$ cat src/rtl/imem_loader.sv
//==============================================================================
// Module      : imem_loader
// Description : Receives a valid/ready byte stream and writes the assembled
//               32-bit little-endian words to the instruction memory write
//               port at byte addresses stepping by 4. Asserts busy for the
//               whole load session so the fetch front end can stall.
//               Optional feature macro: CHECKSUM_EN (trailing 32-bit sum of
//               the written words, mismatch reported on err).
// Revision    : 1.0 - initial release
//==============================================================================
`default_nettype none

module imem_loader #(
    parameter int ADDR_W = 32,
    parameter int CNT_W  = 9
) (
    input  logic              clk,
    input  logic              rst_n,
    input  logic              start,
    input  logic [ADDR_W-1:0] base_addr,
    input  logic [CNT_W-1:0]  num_words,
    input  logic              abort,
    input  logic              in_valid,
    input  logic [7:0]        in_data,
    output logic              in_ready,
    output logic              wr_en,
    output logic [ADDR_W-1:0] wr_addr,
    output logic [31:0]       wr_data,
    output logic              busy,
    output logic              done,
    output logic              err
);

    localparam logic [2:0] S_IDLE  = 3'd0;
    localparam logic [2:0] S_RECV  = 3'd1;
    localparam logic [2:0] S_WRITE = 3'd2;
    localparam logic [2:0] S_DONE  = 3'd3;
`ifdef CHECKSUM_EN
    localparam logic [2:0] S_CKSUM = 3'd4;
    // Sessions always finish through the checksum phase, even empty ones.
    localparam logic [2:0] S_LAST  = S_CKSUM;
`else
    localparam logic [2:0] S_LAST  = S_DONE;
`endif

    logic [2:0]        state;
    logic [ADDR_W-1:0] cur_addr;
    logic [CNT_W-1:0]  num_lat;
    logic [CNT_W-1:0]  word_cnt;
    logic [1:0]        byte_idx;
    logic [23:0]       byte_buf;   // bytes 0..2 of the word being assembled

    logic              xfer;
    logic [31:0]       full_word;
    logic [CNT_W-1:0]  next_cnt;

    // Handshake and the word completed by the byte on the bus this cycle
    assign xfer      = in_valid & in_ready;
    assign full_word = {in_data, byte_buf};
    assign next_cnt  = word_cnt + {{(CNT_W-1){1'b0}}, 1'b1};

`ifdef CHECKSUM_EN
    assign in_ready = (state == S_RECV) || (state == S_CKSUM);
`else
    assign in_ready = (state == S_RECV);
`endif
    assign wr_en = (state == S_WRITE);
    assign done  = (state == S_DONE);
    assign busy  = (state != S_IDLE);

`ifdef CHECKSUM_EN
    logic [31:0] sum;
    logic        err_r;

    assign err = err_r;

    // Running sum of written words and comparison against the trailing word
    always_ff @(posedge clk or negedge rst_n) begin
        if (!rst_n) begin
            sum   <= 32'd0;
            err_r <= 1'b0;
        end else begin
            if (state == S_IDLE && start && !abort) begin
                sum   <= 32'd0;
                err_r <= 1'b0;
            end else if (state == S_WRITE) begin
                sum <= sum + wr_data;
            end else if (state == S_CKSUM && !abort && xfer && byte_idx == 2'd3) begin
                err_r <= (full_word != sum);
            end
        end
    end
`else
    assign err = 1'b0;
`endif

    // Session sequencing, byte assembly and write-port registers
    always_ff @(posedge clk or negedge rst_n) begin
        if (!rst_n) begin
            state    <= S_IDLE;
            cur_addr <= '0;
            num_lat  <= '0;
            word_cnt <= '0;
            byte_idx <= 2'd0;
            byte_buf <= 24'd0;
            wr_addr  <= '0;
            wr_data  <= 32'd0;
        end else begin
            case (state)
                S_IDLE: begin
                    if (start && !abort) begin
                        cur_addr <= base_addr & ~ADDR_W'(3);
                        num_lat  <= num_words;
                        word_cnt <= '0;
                        byte_idx <= 2'd0;
                        state    <= (num_words == '0) ? S_LAST : S_RECV;
                    end
                end
`ifdef CHECKSUM_EN
                S_RECV, S_CKSUM: begin
`else
                S_RECV: begin
`endif
                    if (abort) begin
                        state <= S_IDLE;
                    end else if (xfer) begin
                        case (byte_idx)
                            2'd0:    byte_buf[7:0]   <= in_data;
                            2'd1:    byte_buf[15:8]  <= in_data;
                            2'd2:    byte_buf[23:16] <= in_data;
                            default: byte_buf        <= byte_buf;
                        endcase
                        byte_idx <= byte_idx + 2'd1;
                        if (byte_idx == 2'd3) begin
                            if (state == S_RECV) begin
                                wr_addr <= cur_addr;
                                wr_data <= full_word;
                                state   <= S_WRITE;
                            end else begin
                                state   <= S_DONE;
                            end
                        end
                    end
                end
                S_WRITE: begin
                    cur_addr <= cur_addr + ADDR_W'(4);
                    word_cnt <= next_cnt;
                    byte_idx <= 2'd0;
                    if (abort) begin
                        state <= S_IDLE;
                    end else if (next_cnt == num_lat) begin
                        state <= S_LAST;
                    end else begin
                        state <= S_RECV;
                    end
                end
                S_DONE: begin
                    state <= S_IDLE;
                end
                default: begin
                    state <= S_IDLE;
                end
            endcase
        end
    end

endmodule

`default_nettype wire

$ cat config.mk
export PLATFORM = sky130hd
export DESIGN_NAME = imem_loader
export DESIGN_NICKNAME = d
export VERILOG_FILES = /design/src/rtl/imem_loader.sv
export SDC_FILE = /design/constraint.sdc
export NUM_CORES = 1
export LEC_CHECK = 0
export ABC_CLOCK_PERIOD_IN_PS = 2400
export BUFFER_PORTS_ARGS = -buffer_cell sky130_fd_sc_hd__buf_2
export CORE_MARGIN = 3
export CORE_UTILIZATION = 55
export DETAILED_ROUTE_END_ITERATION = 8
export PLACE_DENSITY = 0.83
export REMOVE_ABC_BUFFERS = 1
export SLEW_MARGIN = 20
export SYNTH_ARGS = -nofsm -noshare
export SYNTH_HDL_FRONTEND = slang
export SYNTH_SLANG_ARGS = --single-unit
$ cat constraint.sdc
create_clock -name clk -period 2.4 [get_ports clk]
set_input_delay 0.48 -clock clk [delete_from_list [all_inputs] [get_ports clk]]
set_output_delay 0.48 -clock clk [all_outputs]
set_load 0.005 [all_outputs]
==> results of run 1 <==
[cell type report]
class,instances,share of cell area [%]
Multi-Input combinational cell,368,35.0
Clock inverter,12,2.50
Tap cell,140,2.25
Inverter,14,0.674
Sequential cell,138,44.3
Timing Repair Buffer,129,9.42
Clock buffer,20,5.85
[timing repair]
item                                    4_1_cts  5_1_grt
endpoints found under the hold margin        21        0
hold buffers                                  1        0
endpoints found under the setup margin        0        1
setup buffers                                 0        0
resized for setup                             0        1
[worst max-delay path: stages (launching register included)]
cell and delay (ns):
dfrtp_1 0.45, nand2b_2 0.32, inv_2 0.21, buf_4 0.26, buf_2 0.15
[logic make-up (layout without fill, tap and decap cells)]
logic type | Yosys count | after routing | share of synthesized area (%)
XOR/XNOR | 10 | 10 | 1.38
multiplexers | 89 | 89 | 15.7
AO/OA/AOI/OAI | 87 | 87 | 9.66
AND/OR/NAND/NOR | 173 | 173 | 14.6
buffers and inverters | 43 | 175 | 3.18
flip-flops | 138 | 138 | 54.2
other | 1 | 3 | 0.0589
adder cells (fa/ha/maj) | 6 | 6 | 1.18
[metrics by stage]
stage	setup TNS, ns	utilization (%)	hold WS (ns)
final	0	70.4	0.267
after global routing	0	70.4	0.273
after floorplan	-10.37	-	0.184
after global placement	0	64.4	0.427
after CTS	0	70.4	0.253
after detailed placement	0	64.4	0.434
[power by group]
group	internal [W]	switching, W	leakage [nW]
Combinational	0.000730	0.000587	1.75
Sequential	0.00292	0.000445	1.79
Clock	0.00189	0.000970	0.320
Total	0.00554	0.00200	3.86
[metal layers]
layer | track usage [%] | vias to the layer above
met1 | 31.0 | 2413
met2 | 39.9 | 234
li1 | - | 2234
met3 | 5.57 | 32
met5 | 0 | -
met4 | 11.5 | 0
[synth_stat cells, types with 4 or more instances]
cell type  instances
dfrtp_1          138
mux2_2            87
nand2_1           63
nor2_1            29
nand3_1           18
o21ai_0           17
a21oi_1           16
clkbuf_1          13
inv_1             13
nor3_1            13
nand4_1           10
o211ai_1          10
buf_2              8
xnor2_1            7
a211oi_1           6
ha_1               6
o221a_2            6
and3_1             4
buf_4              4
nor4_1             4
o22ai_1            4
o311ai_0           4
o31ai_1            4
[worst paths after layout]
kind / startpoint / to / slack (ns)
min in group asynchronous: rst_n / wr_data[4] / 0.55
worst max-delay path: state[0] / wr_en / 0.11
max in group asynchronous: rst_n / state[0] / 1.13
worst min register to register: cur_addr[31] / cur_addr[31] / 0.49
worst min-delay path: base_addr[20] / cur_addr[20] / 0.27
worst max register to register: cur_addr[16] / cur_addr[29] / 0.19
[sequential cells by signal, summed over array words and instances (netlist names)]
signal,flops
state,2
num_lat,9
byte_buf,24
byte_idx,2
cur_addr,30
word_cnt,9
wr_addr,30
wr_data,32
==> flow_results.org, run 1 <==
** Status
- The flow ran to the end, and the final reports show no timing, DRC or antenna violations.

** Logic synthesis
- Syn avg cell area :: 11.6 um2
- Number of flops mapped to enable cells by yosys :: 0
- Fraction of post-synthesis cell area in the top cell type by area :: 54.2%
- Post-synthesis instance area :: 0.00637 mm2
- Share of async-settable or async-resettable flops after synthesis :: 100%
- Summed over all instances, the cell type with the most area after synthesis is dfrtp_1.
- Synth Register Bits :: 138
- During synthesis, Yosys emitted a total of 0 warnings.
- In the synthesized netlist, the number of instances is approximately 550.
- Register area share after synthesis :: 54.2%
- Yosys attributes the largest share of cell area to dfrtp_1, mux2_2, nand2_1, nor2_1, nand3_1.
- The netlist uses between 60 and 70 different library cells.
- For this run, the leading register cell type out of synthesis is dfrtp_1.

** Power
- For this design the ratio of total power to cell area is between 900 and 1000 mW/mm2.
- Total power for the finished layout comes to roughly 0.0075 W.
- Worst supply voltage drop on vdd :: about 0.00052 V
- In this run the static leakage power is just under 4 nW.

** Place
- Detailed placement finished with a half-perimeter wire length of about 10000 um.
- Placer Congestion :: just under 0.9
- Dpl ws :: between 0.2 and 0.3 ns
- Input/output buffers :: roughly 120
- Placed Cells :: 788
- Total cell area at the placement stage :: 0.00714 mm2

** Route
- The detailed router placed 4913 vias in this run.
- Vias per cell :: ~6
- Wl on met1 :: 6040 um
- After detailed routing, the met2 layer carries 7450 um of wire.
- The routed design uses 1060 um of met3 wire.
- In this run the remaining antenna-violating nets after routing total 0.
- First drt pass iteration count :: 5
- The final layout contains routed wiring with a total length of about 15000 um.
- Dividing the detail-routed wire length by the instance count gives 18.2 um.
- Uppermost signal routing layer after detailed routing :: met4
- Number of DRC violations after detailed routing :: 0
- Iteration-0 DRC count of the detailed router :: 385

** GRT
- The number of antenna violations at the first check in global routing came to 0.
- Pin count of the biggest net entering global routing :: approximately 70
- Congestion Overflow GR :: 0
- Global-route wire length before repair :: between 20000 and 25000 um
- Vias in the first global route :: 5015
- Global-route usage over all layers :: 24.4%

** Hold path
- The tightest min-delay check is of the primary input to register type.
- WHS Path Cells :: 3

** Setup path
- Critical Path Sink Type :: output port
- STA puts the critical path data arrival time at 1.81 ns.
- Highest net fanout along the worst path :: 14
- Type of origin of the critical path :: register
- Data required, critical path :: roughly 1.9 ns
- The setup path with the least slack is of type register to output port.
- Counting cells, the worst reg-to-reg path comes to 5.

** Floorplanning
- The die is 114 um wide.
- The die covers roughly 0.013 mm2.
- Starting density of the core :: 57.5%
- After floorplanning, the core was divided into 38 placement rows.
- The floorplan step set the die height to between 100 and 150 um.
- The floorplan step defined a core boundary enclosing 0.0111 mm2.
- During I/O placement, the number of pins put on the boundary was 123.

** Layout
- Most common library cell in the layout ignoring fill and taps :: dfrtp_1
- Fin area :: 0.00780 mm2
- Area used by multi-input combinational logic :: 0.00273 mm2
- Compared with the post-synthesis result, the final layout area differs by 22.5%.
- Filler cells :: 756
- Proportion of layout cells with a drive suffix above 1 :: between 40% and 50%
- Final standard cell count with taps included and fillers excluded :: 821
- In the final layout, flip-flops and latches occupy 0.00345 mm2.
- In the final design database the tool counted 728 nets.
- 0 antenna diodes ended up in the layout.
- Most frequent cells in the layout :: dfrtp_1, buf_2, mux2_2

** Clock network
- CTS Buffer Depth :: 2
- Number of sinks handled by clock tree synthesis :: around 140
- The root buffer cell chosen for the clock tree is clkbuf_16.
- Reg clk slew, reported paths :: about 0.050 ns
- The number of clock buffers added by TritonCTS is 17.
- At the later pin of the worst-skew pair, clock insertion delay measures 0.42 ns.
- TritonCTS built the clock tree.
- CTS built an H-tree with a depth of 4.

** STA
- Total of endpoints with negative setup slack in the final report :: 0
- Clock skew after layout :: between 0.006 and 0.007 ns
- Setup repair after global routing left no endpoint under its margin.
- After layout, the minimum clock period comes to ~2.3 ns.
- The worst path uses between 90% and 100% of the clock period.
- Based on the critical path, the design can be clocked at up to approximately 0.44 GHz.
- Total count of hold-check failures in the final report :: 0
- Final Max Tran Viols :: 0
- Crit path setup slack, layout :: 0.108 ns

** Job
- The tool flagged a number of max-cap violations equal to 0.
No activity file was read; power rests on OpenSTA's default activity.
==> run 2: changes to the inputs <==
--- a/config.mk
+++ b/config.mk
@@ -7,8 +7,10 @@
 export LEC_CHECK = 0
 export ABC_CLOCK_PERIOD_IN_PS = 2400
 export BUFFER_PORTS_ARGS = -buffer_cell sky130_fd_sc_hd__buf_2
+export CELL_PAD_IN_SITES_DETAIL_PLACEMENT = 2
+export CELL_PAD_IN_SITES_GLOBAL_PLACEMENT = 2
 export CORE_MARGIN = 3
-export CORE_UTILIZATION = 55
+export CORE_UTILIZATION = 36
 export DETAILED_ROUTE_END_ITERATION = 8
 export PLACE_DENSITY = 0.83
 export REMOVE_ABC_BUFFERS = 1
==> flow_results.org, run 2 (synthesis results as in run 1) <==
** Route
- Routed length per instance :: 20.9 um (was 18.2 um)
- First drt pass iteration count :: 4 (was 5)
- Number of DRC violations after detailed routing :: 0 (unchanged)
- The remaining antenna violation count after routing came to 0 (unchanged).
- The wire length after detailed routing is 19000 um (was 15000 um).
- Iteration-0 DRC count of the detailed router :: 166 (was 385)
- The total number of vias is 4903 (was 4913).
- The routed via count divided by cell count is 5.40 (was 5.98).

** Setup path
- The startpoint type of the worst setup path was a register (unchanged).
- The signal arrival time at the worst endpoint came to 1.73 ns (was 1.81 ns).
- The required time at the endpoint of the critical path came to 1.92 ns (about the same).
- The critical path class was register to output port (unchanged).
- The critical path capture point type was an output port (unchanged).
- Highest net fanout along the worst path :: 14 (unchanged)

** Floorplanning
- Number of cell rows :: 48 (was 38)
- Floorplan Core Area :: 0.0173 mm2 (was 0.0111 mm2)
- The die extent in x came to 139 um (was 114 um).
- The area of the die came to 0.0193 mm2 (was 0.0129 mm2).
- The die span in y came to 139 um (was 114 um).
- The initial cell density of the core was 36.8% (was 57.5%).
- I/O pin count :: 123 (unchanged)

** GRT
- Number of antenna violations at the first check in global routing :: 1 (was 0)
- Global-route usage over all layers :: 20.2% (was 24.4%)
- The first-pass GRT wire length is 30900 um (was 25000 um).
- Pin count of the biggest net entering global routing :: 63 (was 68)
- Vias in the first global route :: 5547 (was 5015)
- The global route total overflow came to 0 (unchanged).

** Clock network
- Reg clk slew, reported paths :: 0.06 ns (was 0.05 ns)
- Root buffer cell :: clkbuf_16 (unchanged)
- Number of sinks handled by clock tree synthesis :: 138 (unchanged)
- The number of buffers on the longest clock path is 2 (unchanged).
- H-tree Lvls :: 4 (unchanged)
- TritonCTS clock tree :: yes (unchanged)
- Later-pin clock latency in the skew report :: 0.43 ns (was 0.42 ns)
- The number of buffers added by the clock tree synthesis step came to 17 (unchanged).

** Place
- The number of cells in the design after placement is 874 (was 788).
- The count of port buffers added during placement was 117 (unchanged).
- Placer Congestion :: 0.787 (was 0.867)
- Detail Placement HPWL :: 13100 um (was 10000 um)

** Layout
- The area growth from synthesis to layout was 23.5% (was 22.5%).
- Diodes inserted :: 0 (unchanged)
- The final core utilization is 45.5% (was 70.4%).
- Biggest register :: wr_data (unchanged)
- Flip-flop count of the largest register, all copies and words added :: 32 (unchanged)
- Final standard cell count with taps included and fillers excluded :: 908 (was 821)
- Most frequent cells in the layout :: dfrtp_1, buf_2, mux2_2 (unchanged)
- Largest registers :: wr_data x32, cur_addr x30, wr_addr x30 (unchanged)
- The share of final-layout standard cells stronger than drive strength 1 is 40.1% (was 40.2%).
- Most common library cell in the layout ignoring fill and taps :: dfrtp_1 (unchanged)
- Number of nets in the layout :: 730 (was 728)

** Power
- The part of the total power dissipated in sequential elements was 45.5% (was 44.6%).
- The static leakage is 3.83 nW (was 3.86 nW).
- The proportion of total power due to net switching is 29.2% (was 26.5%).
- The net switching power is 0.00218 W (was 0.00200 W).
- The power density over the cells came to 952 mW/mm2 (was 967 mW/mm2).
- The internal power consumption is 0.00530 W (was 0.00554 W).
- Comb power frac :: 18.4% (was 17.5%)
- Clock Power Share :: 36.1% (was 38.0%)
- The post-route total power came to 0.00748 W (was 0.00754 W).
- The worst vdd rail ir drop is 0.000567 V (was 0.000521 V).

** STA
- The count of endpoints failing setup in the final report was 0 (unchanged).
- The number of endpoints with negative hold slack in the final report is 0 (unchanged).
- For the pin with the worst max-slew slack, the measured transition is 0.637 ns.
- The post-route clock period utilization is 92.1% (was 95.5%).
- The shortest period the worst path allows is 2.21 ns (was 2.29 ns).
- Maximum clock frequency :: 0.453 GHz (was 0.436 GHz)
- Unrepaired setup endpoints after global routing: no (unchanged).
- Headroom to the max-slew limit :: 57.1%
- Clock skew after layout :: 0.0118 ns (was 0.00615 ns)
- The max-slew violation total from the final report came to 0 (unchanged).

** Status
- Status :: finished clean (unchanged)

** Job
- Max-capacitance violation count :: 0 (unchanged)

** Hold path
- The class of the most critical hold timing path is primary input to register (unchanged).
## run 2: cell count changes in the layout (fill, tap and decap cells not counted), moves of 2 or more
cell / delta
buf_4: +3
clkinvlp_4: +2
clkbuf_8: -2
clkbuf_1: +2
clkinv_2: -4
bufinv_16: -2
inv_6: +4
## run 2: routing by layer
metal / up-vias / global-route usage [%] / wire (um)
li1: 2237 / - / -
met1: 2524 / 24.2 / 7980
met2: 115 / 35.8 / 9920
met3: 25 / 4.69 / 710
met4: 2 / 6.44 / 352
met5: - / 0 / 13
## run 2: path summary, 6_finish.rpt
path                                   start            to  slack [ns]  cells after the start
worst max-delay path                state[0]         wr_en        0.19                      4
worst min-delay path            num_words[4]    num_lat[4]        0.26                      3
worst max register to register   cur_addr[2]  cur_addr[20]        0.20                      6
worst min register to register  cur_addr[31]  cur_addr[31]        0.48                      1
max in group asynchronous              rst_n    wr_addr[7]        1.23                      3
min in group asynchronous              rst_n   wr_data[13]        0.54                      2
## run 2: final cells by class
cell class                 count  area (um2)
sequential                   138        3450
multi-input combinational    368        2740
inverter                      14        52.6
tap                          225         282
timing repair buffer         131         737
clock inverter                12         165
clock buffer                  20         437
fill                        1796        9430
## run 2: power groups by stage
stage               logic [W]  clock network [W]  registers [W]
floorplan            0.000777                  0        0.00330
global placement      0.00128                  0        0.00335
detailed placement    0.00138                  0        0.00343
CTS                   0.00141            0.00278        0.00341
global route          0.00153            0.00289        0.00350
finish                0.00138            0.00270        0.00340
## run 2: per-stage QoR
step / setup TNS, ns / setup WS [ns] / hold WS [ns] / cell area, um2
detailed placement: 0 / 0.154 / 0.429 / 7240
finish: 0 / 0.190 / 0.261 / 7860
CTS: 0 / 0.0214 / 0.245 / 7850
global placement: 0 / 0.260 / 0.420 / 7240
global route: 0 / 0.0406 / 0.258 / 7860
floorplan: -10.37 / -0.571 / 0.184 / 6230
## run 2: repair_timing
item / CTS / global route
endpoints found under the setup margin: 1 / 3
hold buffers: 1 / 0
buffers inserted: 0 / 1
gates resized for setup: 1 / 1
hold endpoints to repair: 41 / 0
## run 2: critical path, stage by stage (launching register included)
cell and delay, ns:
dfrtp_1 0.47, nand2b_4 0.24, inv_2 0.17, buf_4 0.26, buf_2 0.16
